**config.mk**
```make
export PLATFORM = sky130hd
export DESIGN_NAME = exception_ctrl_flat
export DESIGN_NICKNAME = d
export VERILOG_FILES = /design/src/rtl/exception_ctrl_pkg.sv /design/src/rtl/exception_ctrl_if.sv /design/src/rtl/exception_ctrl_int_synchronizer.sv /design/src/rtl/exception_ctrl.sv /design/src/flat_wrapper.sv
export SDC_FILE = /design/constraint.sdc
export NUM_CORES = 1
export LEC_CHECK = 0
export ABC_AREA = 1
export CORE_MARGIN = 3
export CORE_UTILIZATION = 44
export DETAILED_ROUTE_END_ITERATION = 10
export PLACE_DENSITY = 0.85
export SLEW_MARGIN = 20
export SYNTH_ARGS = -nofsm -noshare
export SYNTH_HDL_FRONTEND = slang
export SYNTH_SLANG_ARGS = --single-unit
export TNS_END_PERCENT = 5
```
**constraint.sdc**
```tcl
create_clock -name clk -period 1.8 [get_ports clk]
set_input_delay 0.18 -clock clk [delete_from_list [all_inputs] [get_ports clk]]
set_output_delay 0.18 -clock clk [all_outputs]
set_load 0.005 [all_outputs]
```
**src/rtl/exception_ctrl_pkg.sv**
```systemverilog
// rtl/exception_ctrl_pkg.sv - exception codes, CP0 bit indices, FSM states and priority helper
package exception_ctrl_pkg;

    localparam logic [31:0] EXC_NONE    = 32'h0000_0000;
    localparam logic [31:0] EXC_INT     = 32'h0000_0001;
    localparam logic [31:0] EXC_SYSCALL = 32'h0000_0008;
    localparam logic [31:0] EXC_RI      = 32'h0000_000a;
    localparam logic [31:0] EXC_OV      = 32'h0000_000c;
    localparam logic [31:0] EXC_TRAP    = 32'h0000_000d;
    localparam logic [31:0] EXC_ERET    = 32'h0000_000e;

    localparam int STATUS_IE  = 0;
    localparam int STATUS_EXL = 1;

    // Bit positions inside exc_req: {eret, syscall, trap, ov, ri}
    localparam int REQ_RI      = 0;
    localparam int REQ_OV      = 1;
    localparam int REQ_TRAP    = 2;
    localparam int REQ_SYSCALL = 3;
    localparam int REQ_ERET    = 4;

    localparam logic [5:0] STALL_ALL  = 6'b111111;
    localparam logic [5:0] STALL_MEM  = 6'b011111;
    localparam logic [5:0] STALL_EX   = 6'b001111;
    localparam logic [5:0] STALL_ID   = 6'b000111;
    localparam logic [5:0] STALL_NONE = 6'b000000;

    typedef enum logic [1:0] {
        ST_RUN      = 2'd0,
        ST_WAIT_BUS = 2'd1,
        ST_FLUSH    = 2'd2
    } exc_state_t;

    function automatic logic [31:0] exc_encode(input logic int_pending, input logic [4:0] req);
        logic [31:0] code;
        code = EXC_NONE;
        if (int_pending)            code = EXC_INT;
        else if (req[REQ_RI])       code = EXC_RI;
        else if (req[REQ_OV])       code = EXC_OV;
        else if (req[REQ_TRAP])     code = EXC_TRAP;
        else if (req[REQ_SYSCALL])  code = EXC_SYSCALL;
        else if (req[REQ_ERET])     code = EXC_ERET;
        return code;
    endfunction

endpackage

```
**src/rtl/exception_ctrl_if.sv**
```systemverilog
// rtl/exception_ctrl_if.sv - pipeline/CP0/bus signals seen by the exception controller
interface exception_ctrl_if;

    logic        stallreq_if_i;
    logic        stallreq_id_i;
    logic        stallreq_ex_i;
    logic        stallreq_mem_i;
    logic        mem_inst_valid_i;
    logic [31:0] mem_pc_i;
    logic        mem_in_delayslot_i;
    logic [4:0]  exc_req_i;
    logic [31:0] status_i;
    logic [31:0] cause_i;
    logic [31:0] epc_i;
    logic        bus_busy_i;

    logic [31:0] exception_type_o;
    logic [31:0] exc_pc_o;
    logic        exc_delayslot_o;
    logic [5:0]  stall_o;
    logic        flush_o;
    logic [31:0] new_pc_o;

    modport master (
        input  stallreq_if_i, stallreq_id_i, stallreq_ex_i, stallreq_mem_i,
        input  mem_inst_valid_i, mem_pc_i, mem_in_delayslot_i, exc_req_i,
        input  status_i, cause_i, epc_i, bus_busy_i,
        output exception_type_o, exc_pc_o, exc_delayslot_o, stall_o, flush_o, new_pc_o
    );

    modport slave (
        output stallreq_if_i, stallreq_id_i, stallreq_ex_i, stallreq_mem_i,
        output mem_inst_valid_i, mem_pc_i, mem_in_delayslot_i, exc_req_i,
        output status_i, cause_i, epc_i, bus_busy_i,
        input  exception_type_o, exc_pc_o, exc_delayslot_o, stall_o, flush_o, new_pc_o
    );

endinterface

```
**src/rtl/exception_ctrl_int_synchronizer.sv**
```systemverilog
// rtl/exception_ctrl_int_synchronizer.sv - multi-stage flop chain for asynchronous interrupt lines
module int_synchronizer #(
    parameter int STAGES = 2,
    parameter int WIDTH  = 6
) (
    input  logic             clk,
    input  logic             rst,
    input  logic [WIDTH-1:0] d,
    output logic [WIDTH-1:0] q
);

    logic [WIDTH-1:0] chain [STAGES];

    always_ff @(posedge clk or negedge rst) begin
        if (!rst) begin
            for (int i = 0; i < STAGES; i++) chain[i] <= '0;
        end else begin
            chain[0] <= d;
            for (int i = 1; i < STAGES; i++) chain[i] <= chain[i-1];
        end
    end

    assign q = chain[STAGES-1];

endmodule

```
**src/rtl/exception_ctrl.sv**
```systemverilog
// rtl/exception_ctrl.sv - exception entry/return sequencer beside CP0: prioritise, stall, commit, flush, redirect
module exception_ctrl
    import exception_ctrl_pkg::*;
#(
    parameter logic [31:0] EXC_VECTOR   = 32'hBFC00380,
    parameter int          FLUSH_CYCLES = 2,
    parameter int          SYNC_STAGES  = 2
) (
    input  logic             clk,
    input  logic             rst,
    input  logic [5:0]       hw_int_i,
    output logic [5:0]       int_sync_o,
    exception_ctrl_if.master bus
);

    localparam logic [3:0] FLUSH_LOAD = 4'(FLUSH_CYCLES - 1);

    exc_state_t  state;
    logic [3:0]  flush_cnt;
    logic [31:0] lat_code;
    logic [31:0] lat_pc;
    logic [31:0] lat_target;
    logic        lat_ds;

    logic        int_pending;
    logic        detect;
    logic [31:0] det_code;
    logic [31:0] det_target;
    logic [5:0]  run_stall;
    logic        unused_cp0_bits;

    int_synchronizer #(.STAGES(SYNC_STAGES), .WIDTH(6)) u_int_sync (
        .clk (clk),
        .rst (rst),
        .d   (hw_int_i),
        .q   (int_sync_o)
    );

    assign int_pending = (|(bus.cause_i[15:8] & bus.status_i[15:8]))
                       & bus.status_i[STATUS_IE] & ~bus.status_i[STATUS_EXL];
    assign det_code    = exc_encode(int_pending, bus.exc_req_i);
    assign detect      = (state == ST_RUN) && bus.mem_inst_valid_i && (det_code != EXC_NONE);
    assign det_target  = (det_code == EXC_ERET) ? bus.epc_i : EXC_VECTOR;

    assign unused_cp0_bits = ^{bus.status_i[31:16], bus.status_i[7:2],
                               bus.cause_i[31:16], bus.cause_i[7:0]};

    always_comb begin
        run_stall = STALL_NONE;
        if (bus.stallreq_mem_i)                          run_stall = STALL_MEM;
        else if (bus.stallreq_ex_i)                      run_stall = STALL_EX;
        else if (bus.stallreq_id_i || bus.stallreq_if_i) run_stall = STALL_ID;
    end

    // The detect cycle must freeze the pipeline before the FSM has registered anything.
    always_comb begin
        bus.stall_o = STALL_NONE;
        if (rst) begin
            case (state)
                ST_RUN:      bus.stall_o = detect ? STALL_ALL : run_stall;
                ST_WAIT_BUS: bus.stall_o = STALL_ALL;
                default:     bus.stall_o = STALL_NONE;
            endcase
        end
    end

    always_ff @(posedge clk or negedge rst) begin
        if (!rst) begin
            state                <= ST_RUN;
            flush_cnt            <= '0;
            lat_code             <= '0;
            lat_pc               <= '0;
            lat_target           <= '0;
            lat_ds               <= 1'b0;
            bus.flush_o          <= 1'b0;
            bus.new_pc_o         <= '0;
            bus.exception_type_o <= '0;
            bus.exc_pc_o         <= '0;
            bus.exc_delayslot_o  <= 1'b0;
        end else begin
            bus.exception_type_o <= EXC_NONE;
            bus.exc_pc_o         <= '0;
            bus.exc_delayslot_o  <= 1'b0;
            case (state)
                ST_RUN: begin
                    if (detect) begin
                        lat_code   <= det_code;
                        lat_pc     <= bus.mem_pc_i;
                        lat_ds     <= bus.mem_in_delayslot_i;
                        lat_target <= det_target;
                        if (bus.bus_busy_i) begin
                            state <= ST_WAIT_BUS;
                        end else begin
                            state                <= ST_FLUSH;
                            flush_cnt            <= FLUSH_LOAD;
                            bus.flush_o          <= 1'b1;
                            bus.new_pc_o         <= det_target;
                            bus.exception_type_o <= det_code;
                            bus.exc_pc_o         <= bus.mem_pc_i;
                            bus.exc_delayslot_o  <= bus.mem_in_delayslot_i;
                        end
                    end
                end
                ST_WAIT_BUS: begin
                    if (!bus.bus_busy_i) begin
                        state                <= ST_FLUSH;
                        flush_cnt            <= FLUSH_LOAD;
                        bus.flush_o          <= 1'b1;
                        bus.new_pc_o         <= lat_target;
                        bus.exception_type_o <= lat_code;
                        bus.exc_pc_o         <= lat_pc;
                        bus.exc_delayslot_o  <= lat_ds;
                    end
                end
                ST_FLUSH: begin
                    if (flush_cnt == 4'd0) begin
                        state        <= ST_RUN;
                        bus.flush_o  <= 1'b0;
                        bus.new_pc_o <= '0;
                    end else begin
                        flush_cnt <= flush_cnt - 4'd1;
                    end
                end
                default: state <= ST_RUN;
            endcase
        end
    end

endmodule

```
**src/flat_wrapper.sv**
```systemverilog
// flat-port wrapper written by rule: the top's interface ports become plain ports
module exception_ctrl_flat import exception_ctrl_pkg::*;
#(
    parameter logic [31:0] EXC_VECTOR   = 32'hBFC00380,
    parameter int          FLUSH_CYCLES = 2,
    parameter int          SYNC_STAGES  = 2
)
  (clk, rst, hw_int_i, int_sync_o, bus_stallreq_if_i, bus_stallreq_id_i, bus_stallreq_ex_i, bus_stallreq_mem_i, bus_mem_inst_valid_i, bus_mem_pc_i, bus_mem_in_delayslot_i, bus_exc_req_i, bus_status_i, bus_cause_i, bus_epc_i, bus_bus_busy_i, bus_exception_type_o, bus_exc_pc_o, bus_exc_delayslot_o, bus_stall_o, bus_flush_o, bus_new_pc_o);
  exception_ctrl_if bus_i ();
  input  logic clk;
  input  logic rst;
  input  logic [5:0] hw_int_i;
  output logic [5:0] int_sync_o;
  input wire logic [$bits(bus_i.stallreq_if_i)-1:0] bus_stallreq_if_i;
  input wire logic [$bits(bus_i.stallreq_id_i)-1:0] bus_stallreq_id_i;
  input wire logic [$bits(bus_i.stallreq_ex_i)-1:0] bus_stallreq_ex_i;
  input wire logic [$bits(bus_i.stallreq_mem_i)-1:0] bus_stallreq_mem_i;
  input wire logic [$bits(bus_i.mem_inst_valid_i)-1:0] bus_mem_inst_valid_i;
  input wire logic [$bits(bus_i.mem_pc_i)-1:0] bus_mem_pc_i;
  input wire logic [$bits(bus_i.mem_in_delayslot_i)-1:0] bus_mem_in_delayslot_i;
  input wire logic [$bits(bus_i.exc_req_i)-1:0] bus_exc_req_i;
  input wire logic [$bits(bus_i.status_i)-1:0] bus_status_i;
  input wire logic [$bits(bus_i.cause_i)-1:0] bus_cause_i;
  input wire logic [$bits(bus_i.epc_i)-1:0] bus_epc_i;
  input wire logic [$bits(bus_i.bus_busy_i)-1:0] bus_bus_busy_i;
  output wire logic [$bits(bus_i.exception_type_o)-1:0] bus_exception_type_o;
  output wire logic [$bits(bus_i.exc_pc_o)-1:0] bus_exc_pc_o;
  output wire logic [$bits(bus_i.exc_delayslot_o)-1:0] bus_exc_delayslot_o;
  output wire logic [$bits(bus_i.stall_o)-1:0] bus_stall_o;
  output wire logic [$bits(bus_i.flush_o)-1:0] bus_flush_o;
  output wire logic [$bits(bus_i.new_pc_o)-1:0] bus_new_pc_o;
  assign bus_i.stallreq_if_i = bus_stallreq_if_i;
  assign bus_i.stallreq_id_i = bus_stallreq_id_i;
  assign bus_i.stallreq_ex_i = bus_stallreq_ex_i;
  assign bus_i.stallreq_mem_i = bus_stallreq_mem_i;
  assign bus_i.mem_inst_valid_i = bus_mem_inst_valid_i;
  assign bus_i.mem_pc_i = bus_mem_pc_i;
  assign bus_i.mem_in_delayslot_i = bus_mem_in_delayslot_i;
  assign bus_i.exc_req_i = bus_exc_req_i;
  assign bus_i.status_i = bus_status_i;
  assign bus_i.cause_i = bus_cause_i;
  assign bus_i.epc_i = bus_epc_i;
  assign bus_i.bus_busy_i = bus_bus_busy_i;
  assign bus_exception_type_o = bus_i.exception_type_o;
  assign bus_exc_pc_o = bus_i.exc_pc_o;
  assign bus_exc_delayslot_o = bus_i.exc_delayslot_o;
  assign bus_stall_o = bus_i.stall_o;
  assign bus_flush_o = bus_i.flush_o;
  assign bus_new_pc_o = bus_i.new_pc_o;
  exception_ctrl #(.EXC_VECTOR(EXC_VECTOR), .FLUSH_CYCLES(FLUSH_CYCLES), .SYNC_STAGES(SYNC_STAGES)) u_core (.clk(clk), .rst(rst), .hw_int_i(hw_int_i), .int_sync_o(int_sync_o), .bus(bus_i));
endmodule
```
==> summary.txt <==
Placed design
  • DP HPWL: 11200 um
  • RePlAce Congestion: about 0.81
  • # placed instances: around 1100
  • Port-buffer cells: between 150 and 200

Layout
  • Area delta synth->final: 42.8%
  • NumNets Final: roughly 1100
  • Diodes inserted: 0
  • Layout cells sized above 1: around 12%
  • Fin cells: 1181

Synth
  • Seq/Total Area, Yosys: between 50% and 60%
  • Synth cell count leaders: nand2_1, dfrtp_1, o21ai_0, buf_4, a21oi_1
  • Synth cell types: 28
  • Post-synth top area share: ~58%
  • Mean Syn Cell Area: 8.74 um2
  • Async SR Flop Fraction: between 90% and 100%
  • Top-count cell post-synth: nand2_1
  • Top_reg_cell synth: dfrtp_1
  • Syn Inst Count: approximately 780
  • Ys Warns: 0
  • Number of synthesized flops with an enable pin: 0
  • Post-synthesis instance area: 6780 um2
  • Top post-synthesis cells by area: dfrtp_1, nand2_1, o21ai_0
  • Leading area contributor after synthesis: dfrtp_1
  • Flops & latches, synth: between 150 and 200

Power
  • Leakage: 4.61 nW
  • Tot Pwr: 15.8 mW
  • Pwr dens: 1630 nW/um2
  • Worst vdd ir: ~810 uV

Global routing
  • Largest net degree at the start of global routing: approximately 160
  • Global-route wire length before repair: approximately 27000 um
  • Vias in the first global route: between 5000 and 6000
  • Tot GR Track Use: between 20% and 30%
  • Initial antenna violation count: 0
  • Total gr overflow: 0

CTS
  • CTS buffer count: 17
  • Htree depth: 4
  • Clock-pin slew on the worst setup and hold paths: 0.06 ns
  • CTS tree: done
  • CTS Buffer Depth: 2
  • Insertion delay to the later sink of the worst-skew pair: between 0.4 and 0.5 ns
  • Clk root buf: clkbuf_16
  • Clock Sinks: around 160

STA
  • Final Cycle Share: 106%
  • RSZ-0062 raised after global routing: yes
  • Max Freq: about 0.52 GHz
  • Slew HR: a little over two fifths
  • Slew Limit Fails: 0
  • Worst slew pin tran: just under 0.9 ns
  • Worst Skew: around 0.010 ns
  • Final hold vios: 0
  • Tmin final: 1.91 ns
  • Setup ws final: -0.112 ns
  • Setup-failing EPs final: 19

Worst setup path
  • Arrival time worst endpoint: 1.73 ns
  • Cell family with most CP delay: buffers and inverters
  • Crit Path Max Fanout: 3
  • Setup CP Type: register to primary output
  • Crit path max-delay cell type: dfrtp_1
  • Cell chain of the critical path: buf_6 > ha_4 > buf_6 > nor2_4 > nand2_2 > o21ai_2 > inv_1 > buf_2
  • Crit path buf inv count: 4
  • Critical Path RT: roughly 1.6 ns
  • Crit end category: primary output
  • Critical Path Source Type: register
  • Max stage delay on crit path: about 0.4 ns
  • Most Frequent Cell on Critical Path: buf_6

Floorplanning
  • Site row count: 44
  • Die area: 16900 um2
  • Die H: ~130 um
  • Top Ports: approximately 260
  • Die X-Extent: 130 um
  • Initial Utilization: a little under half
  • Core area: 14800 um2

Run status
  • Failing checks: setup timing
  • Status: finished, violations left

Route
  • Vias per std cell: between 4 and 5
  • Drt drc: 0
  • DR iter-0 viols: roughly 530
  • Via count: 5846
  • Antenna viol nets, final: 0
  • Routed wire length: ~18000 um
  • Detailed Routing Iterations Pass 1: 5
  • Routed len/inst: around 15 um

Flow run
  • Max Cap Violations: 0

Min path
  • Worst hold path type: input pin to register
cell type report:
| class | instances | area [um2] |
|---|---|---|
| clock inverters | 13 | 163 |
| flip-flops and latches | 157 | 3930 |
| well taps | 184 | 230 |
| repair buffers | 231 | 2290 |
| fillers | 1157 | 5120 |
| multi-input cells | 539 | 2470 |
| clock buffers | 19 | 443 |
| repair inverters | 3 | 22.5 |
| inverters | 35 | 140 |
routing by layer:
metal,vias to the layer above,track usage [%],share of wire [%]
met5,-,0,0
met2,216,34.9,51
met3,27,3.56,5.2
met1,2792,26.0,41
met4,0,7.76,1.9
li1,2811,-,-
flip-flops by register name (all words and copies together), names as in the netlist:
| signal | cells |
|---|---|
| u_core.lat_code | 4 |
| u_core.bus.exc_pc_o | 32 |
| u_core.lat_target | 32 |
| u_core.lat_pc | 32 |
| u_core.state | 2 |
| u_core.bus.exc_delayslot_o | 1 |
| u_core.bus.flush_o | 1 |
| u_core.u_int_sync.chain | 6 |
| u_core.lat_ds | 1 |
| u_core.flush_cnt | 4 |
| u_core.bus.exception_type_o | 4 |
| u_core.bus.new_pc_o | 32 |
| u_core.u_int_sync.q | 6 |
what timing repair did:
| action | in CTS | in global routing |
|---|---|---|
| hold buffers | 1 | 0 |
| pin swaps | 11 | 9 |
| endpoints found under the setup margin | 109 | 128 |
| gates resized for setup | 41 | 24 |
| hold endpoints to repair | 157 | 0 |
| buffers inserted | 10 | 2 |
| cloned | 1 | 5 |
cell families after synthesis:
| group | after synthesis | synth area share, % |
|---|---|---|
| compound gates | 146 | 10.9 |
| flops | 157 | 57.9 |
| fa+ha+maj | 6 | 1.11 |
| other cells | 1 | 0.0553 |
| xor+xnor | 2 | 0.258 |
| simple gates | 356 | 20.7 |
| buf+inv | 108 | 8.98 |
stage by stage:
step / cell area [um2] / hold slack [ns] / util (%) / setup WS (ns) / setup TNS [ns]
after floorplan: 6890 / -0.116 / - / 0.0409 / 0
after global placement: 8770 / 0.334 / 59.2 / -0.444 / -36.36
after detailed placement: 8770 / 0.338 / 59.2 / -0.513 / -40.36
after CTS: 9520 / 0.180 / 64.3 / -0.147 / -0.807
after global routing: 9690 / 0.189 / 65.4 / -0.223 / -3.81
final: 9690 / 0.200 / 65.4 / -0.112 / -0.563
path summary, 6_finish.rpt:
kind                                         endpoint  depth (start not counted)                  startpoint  slack [ns]
setup / recovery                       bus_stall_o[3]                          8             u_core.state[0]       -0.11
hold / removal             u_core.u_int_sync.chain[7]                          1                 hw_int_i[1]        0.20
setup reg to reg              u_core.bus.new_pc_o[23]                         12             u_core.state[1]       -0.02
hold reg to reg                u_core.u_int_sync.q[1]                          0  u_core.u_int_sync.chain[7]        0.35
max in group asynchronous            u_core.lat_pc[1]                          3                         rst        0.70
min in group asynchronous       u_core.lat_target[27]                          3                         rst        0.42
power breakdown:
group / leakage (nW) / internal [mW] / switching [mW] / total, mW
Clock: 0.301 / 2.23 / 1.43 / 3.65
Sequential: 2.03 / 4.75 / 0.582 / 5.33
Combinational: 2.28 / 3.12 / 3.69 / 6.81
Total: 4.61 / 10.1 / 5.70 / 15.8
cell usage in the layout, fill, tap and decap left out, types with 2 or more instances in the layout:
master,instances
nand2_2,3
nor2_1,9
ha_1,2
a21oi_1,41
clkinv_2,4
ha_4,4
o21ai_0,92
inv_1,25
conb_1,28
buf_4,36
nand3_2,3
nand2_1,325
buf_2,6
bufinv_16,3
buf_6,4
clkbuf_16,19
o21ai_1,5
nand3_1,5
xor2_1,2
inv_4,2
buf_12,6
nor2_2,3
clkdlybuf4s50_1,176
nand2_4,4
clkinv_4,4
clkinvlp_4,4
inv_6,2
nor2_4,3
a21oi_2,2
inv_2,6
dfrtp_1,157
No activity file was read; power rests on OpenSTA's default activity.
